===== src/rtl/fifo_pkg.sv =====
// Shared defaults and geometry helper for the width-doubling read FIFO.
// No state and no flow control; constants only.
package fifo_pkg;

    localparam int DEF_DATA_WIDTH = 8;
    localparam int DEF_ADDR_WIDTH = 4;

    function automatic int depth_of(input int addr_width);
        return 1 << addr_width;
    endfunction

endpackage


===== src/rtl/fifo_wide_rd_ctrl.sv =====
// Pointer/occupancy controller: one-word pushes, two-word pops, status decode.
// Status is a combinational decode of count; full refuses writes, fewer than two words refuses reads.
module fifo_wide_rd_ctrl
    import fifo_pkg::*;
#(
    parameter int ADDR_WIDTH = DEF_ADDR_WIDTH
) (
    input  logic                  clk,
    input  logic                  reset,
    input  logic                  wr,
    input  logic                  rd,
    output logic                  w_en,
    output logic [ADDR_WIDTH-1:0] w_addr,
    output logic [ADDR_WIDTH-1:0] r_addr0,
    output logic [ADDR_WIDTH-1:0] r_addr1,
    output logic                  pair_vld,
    output logic                  empty,
    output logic                  one_left,
    output logic                  full
);

    localparam logic [ADDR_WIDTH:0]   CNT_ONE   = (ADDR_WIDTH+1)'(1);
    localparam logic [ADDR_WIDTH:0]   CNT_TWO   = (ADDR_WIDTH+1)'(2);
    localparam logic [ADDR_WIDTH:0]   CNT_DEPTH = (ADDR_WIDTH+1)'(depth_of(ADDR_WIDTH));
    localparam logic [ADDR_WIDTH-1:0] PTR_ONE   = ADDR_WIDTH'(1);
    // With ADDR_WIDTH=1 this truncates to 0, which is exactly the mod-2 step.
    localparam logic [ADDR_WIDTH-1:0] PTR_TWO   = ADDR_WIDTH'(2);

    logic [ADDR_WIDTH-1:0] wr_ptr_q, wr_ptr_d;
    logic [ADDR_WIDTH-1:0] rd_ptr_q, rd_ptr_d;
    logic [ADDR_WIDTH:0]   count_q, count_d;
    logic                  wr_acc;
    logic                  rd_acc;

    always_comb begin
        empty    = (count_q == '0);
        one_left = (count_q == CNT_ONE);
        full     = (count_q == CNT_DEPTH);
        pair_vld = (count_q >= CNT_TWO);

        // Both requests are judged against the pre-edge occupancy.
        wr_acc   = wr & ~full;
        rd_acc   = rd & pair_vld;

        wr_ptr_d = wr_ptr_q;
        rd_ptr_d = rd_ptr_q;
        count_d  = count_q;
        if (wr_acc) begin
            wr_ptr_d = wr_ptr_q + PTR_ONE;
            count_d  = count_d + CNT_ONE;
        end
        if (rd_acc) begin
            rd_ptr_d = rd_ptr_q + PTR_TWO;
            count_d  = count_d - CNT_TWO;
        end

        w_en    = wr_acc;
        w_addr  = wr_ptr_q;
        r_addr0 = rd_ptr_q;
        r_addr1 = rd_ptr_q + PTR_ONE;
    end

    always_ff @(posedge clk or negedge reset) begin
        if (!reset) begin
            wr_ptr_q <= '0;
            rd_ptr_q <= '0;
            count_q  <= '0;
        end else begin
            wr_ptr_q <= wr_ptr_d;
            rd_ptr_q <= rd_ptr_d;
            count_q  <= count_d;
        end
    end

endmodule


===== src/rtl/fifo_wide_rd.sv =====
// Width-doubling FIFO: narrow word in, {older, newer} pair out; fall-through read, 1-cycle write-to-read.
// Writes dropped when full, reads dropped with fewer than two words stored; no error indication.
module fifo_wide_rd
    import fifo_pkg::*;
#(
    parameter int DATA_WIDTH = DEF_DATA_WIDTH,
    parameter int ADDR_WIDTH = DEF_ADDR_WIDTH
) (
    input  logic                    clk,
    input  logic                    reset,
    input  logic                    wr,
    input  logic [DATA_WIDTH-1:0]   w_data,
    input  logic                    rd,
    output logic [2*DATA_WIDTH-1:0] r_data,
    output logic                    empty,
    output logic                    one_left,
    output logic                    full
);

    localparam int DEPTH = depth_of(ADDR_WIDTH);

    logic [DATA_WIDTH-1:0] mem [DEPTH];
    logic                  w_en;
    logic [ADDR_WIDTH-1:0] w_addr;
    logic [ADDR_WIDTH-1:0] r_addr0;
    logic [ADDR_WIDTH-1:0] r_addr1;
    logic                  pair_vld;

    fifo_wide_rd_ctrl #(
        .ADDR_WIDTH (ADDR_WIDTH)
    ) u_ctrl (
        .clk      (clk),
        .reset    (reset),
        .wr       (wr),
        .rd       (rd),
        .w_en     (w_en),
        .w_addr   (w_addr),
        .r_addr0  (r_addr0),
        .r_addr1  (r_addr1),
        .pair_vld (pair_vld),
        .empty    (empty),
        .one_left (one_left),
        .full     (full)
    );

    // Storage is deliberately unreset; occupancy alone decides what is visible.
    always_ff @(posedge clk) begin
        if (w_en && reset) begin
            mem[w_addr] <= w_data;
        end
    end

    always_comb begin
        r_data = '0;
        if (pair_vld) begin
            r_data = {mem[r_addr0], mem[r_addr1]};
        end
    end

endmodule


===== config.mk =====
export PLATFORM = sky130hd
export DESIGN_NAME = fifo_wide_rd
export DESIGN_NICKNAME = d
export VERILOG_FILES = /design/src/rtl/fifo_pkg.sv /design/src/rtl/fifo_wide_rd_ctrl.sv /design/src/rtl/fifo_wide_rd.sv
export SDC_FILE = /design/constraint.sdc
export NUM_CORES = 1
export LEC_CHECK = 0
export ABC_AREA = 1
export CAP_MARGIN = 40
export CORE_ASPECT_RATIO = 1.2
export CORE_MARGIN = 5
export CORE_UTILIZATION = 59
export DETAILED_ROUTE_END_ITERATION = 12
export PLACE_DENSITY = 0.79
export RECOVER_POWER = 100
export SLEW_MARGIN = 20
export SYNTH_ARGS = -nofsm -noshare
export SYNTH_HDL_FRONTEND = slang
export SYNTH_SLANG_ARGS = --single-unit

===== constraint.sdc =====
create_clock -name clk -period 2.51 [get_ports clk]
set_input_delay 0.502 -clock clk [delete_from_list [all_inputs] [get_ports clk]]
set_output_delay 0.502 -clock clk [all_outputs]
set_load 0.02 [all_outputs]

==> metrics.txt <==
first-pass GRT wire length=22000 um; Buffers on Ports=30; post-synthesis cell area=5970 um2; main flop type after synthesis=edfxtp_1; status=finished clean; Synth top area share=64.4%; gr usage total=24.8%; Data arrival, critical path=2000 ps; Mean Syn Cell Area=12.5 um2; FF-to-FF path depth=10; synth warn=0; vias in the first global route=4160; GP Congestion=0.781; Slew headroom=36.7%; DRC viols=0; #FFs+latches synth=140; Synth area leader=edfxtp_1; Die ar.=12200 um2; clock root buffer=clkbuf_16; clk_lat worst skew=410 ps; Die X=102 um; I/O pin count=31; RSZ-0062 raised after global routing=yes; count leader, synth=edfxtp_1; fin crit share=99.7%; total CTS buffers=17; total grt overflow=0; Logic pwr share=39.2%; clock share of power=27.4%; Reg-to-Reg End=mem[13][1]; data required time of the worst path=2010 ps; top post-synthesis cells by area=edfxtp_1 (64%), nor2_1 (6.0%), dfrtp_1 (5.0%); Async S/R FF share, synth=8.57%; worst hold path type=flip-flop to flip-flop; Worst VDD drop=0.810 mV; post-synthesis sequential area ratio=69.5%; sequential power share=33.4%; syn_nets=500; worst slew pin tran=949 ps; Iter 0 DRT Violations=397; startpoint types=flip-flop; placed insts=639; final design instance area without fill=7070 um2; CTS HTree Levels=4; Pins Over Slew Limit=0; share of cells above drive strength 1=16.1%; largest net degree at the start of global routing=50; final hold vios=0; crit path capture type=output port; LEAKAGE=2.64 nW; Synth-to-Final Area Change=18.6%; Post-synth top cells=edfxtp_1 (128), nor2_1 (96), o21ai_0 (50); Die H=120 um; Starting Density=59.9%; NetSw=3.18 mW; Rows=40; Unique masters post-synth=27; CTS tree=built; Final nets=557; max-cap violation count=0; CTS clock-pin slew for the worst setup and hold paths=60 ps; switching share of total power=36.7%; post-route ant nets=0; CTS sink cnt=140; CP endpoint=r_data[1]; # hold bufs at CTS=0; Pre-antenna DRT Iters=5; Max Buffers Root-to-Sink=2; Crit Path Class=flip-flop to output port; hpwl dp=8280 um; Final Skew=6.87 ps; flop-to-flop setup slack=150 ps; Cells after Synth=478; pwr dens=1220 nW/um2; setup TNS=0 ps; post-route insts no fill=674; Int Power=5.48 mW; Critical R2R Launch=u_ctrl.count_q[1]; Vias per Instance=5.96; Placed Area=6520 um2; final setup vio count=0; Tmin final=2500 ps; Worst Setup SP=u_ctrl.r_addr0[1]; Crit Path Max Fanout=21; timing-limited maximum frequency=0.399 GHz; n_diodes=0; number of synthesized flops with an enable pin=128; Fillers=670; antenna violations before repair=0; Core Footprint=9960 um2; Routed WL per cell=20.8 um; via count=4020; Post-Route WL=14000 um; area occupied by multi-input gates=1590 um2; storage element area=4150 um2
==> final cells by class <==
type	count	share of cell area (%)
clock inverter	15	2.07
sequential	140	58.6
multi-input combinational	295	22.4
timing repair buffer	61	7.59
clock buffer	17	6.01
tap	126	2.23
inverter	20	1.10
==> routing by layer <==
metal	wire length, um	vias up	track usage, %
met1	5240	1977	29.9
met4	411	0	10.1
met5	0	-	0
met2	7450	189	42.1
met3	909	35	6.10
li1	-	1819	-
==> stage by stage <==
step	worst slack [ps]	hold WS (ps)	utilization (%)	total power, mW
after CTS	-2.16	454	71.7	8.73
after global placement	192	544	65.4	6.22
after detailed placement	142	578	65.4	6.31
final	6.41	575	71.0	8.66
after floorplan	503	206	-	5.10
after global routing	-101	628	71.0	9.13
==> registers in the layout, indices dropped and copies added, names as in the netlist <==
name and flops:
u_ctrl.r_addr0 3, mem 128, u_ctrl.count_q 5, u_ctrl.w_addr 4
==> cell usage in the layout (no fill, tap or decap), types with 5 or more instances in the layout <==
cell	synthesis	final
buf_2	3	10
buf_4	1	5
clkbuf_1	10	5
clkbuf_16	0	17
clkbuf_2	0	9
dfrtp_1	12	11
dlygate4sd3_1	0	9
edfxtp_1	128	128
ha_1	10	10
inv_1	16	17
nand2_1	25	28
nand3_1	20	20
nor2_1	96	96
nor2_2	11	11
nor3_1	5	5
o211a_1	16	16
o211ai_1	16	16
o21ai_0	50	47
o21ai_1	16	19
or2_1	11	11
or2_2	5	5
xor2_1	7	7
==> kinds of logic after synthesis <==
group	after synthesis	share of synthesized area, %
fa+ha+maj	10	2.10
compound gates	100	10.4
buf+inv	43	3.84
xor+xnor	8	1.17
flops	140	69.5
simple gates	177	13.0
==> power groups by stage <==
stage                     clock network (mW)  logic [mW]  registers (mW)
after CTS                               2.41        3.42            2.90
after detailed placement                   0        3.39            2.93
after global routing                    2.53        3.69            2.92
final                                   2.37        3.39            2.90
after floorplan                            0        2.21            2.90
after global placement                     0        3.30            2.91
==> worst max-delay path, stage by stage, from the launching register on <==
cell and delay [ps]:
dfrtp_2 480, bufbuf_16 320, or2_2 290, o211ai_1 80
nand3_1 120, o211a_1 130, buf_2 160
==> how the worst min path moves through the flow <==
| stage | slack [ps] | cells past startpoint | startpoint | endpoint |
|---|---|---|---|---|
| 2_1_floorplan | 210 | 0 | reset | u_ctrl.count_q[0] |
| 3_3_place_gp | 540 | 2 | u_ctrl.w_addr[0] | u_ctrl.w_addr[0] |
| 3_5_place_dp | 580 | 2 | u_ctrl.w_addr[0] | u_ctrl.w_addr[0] |
| 4_1_cts | 450 | 2 | reset | u_ctrl.r_addr0[1] |
| 5_1_grt | 630 | 2 | u_ctrl.w_addr[0] | u_ctrl.w_addr[0] |
| 6_report | 580 | 2 | u_ctrl.w_addr[0] | u_ctrl.w_addr[0] |
==> what timing repair did <==
item | CTS | global route
setup buffers | 0 | 1
cloned | 2 | 0
pin swaps | 5 | 1
gates resized for setup | 47 | 10
endpoints found under the setup margin | 17 | 15
No activity file was read; power rests on OpenSTA's default activity.
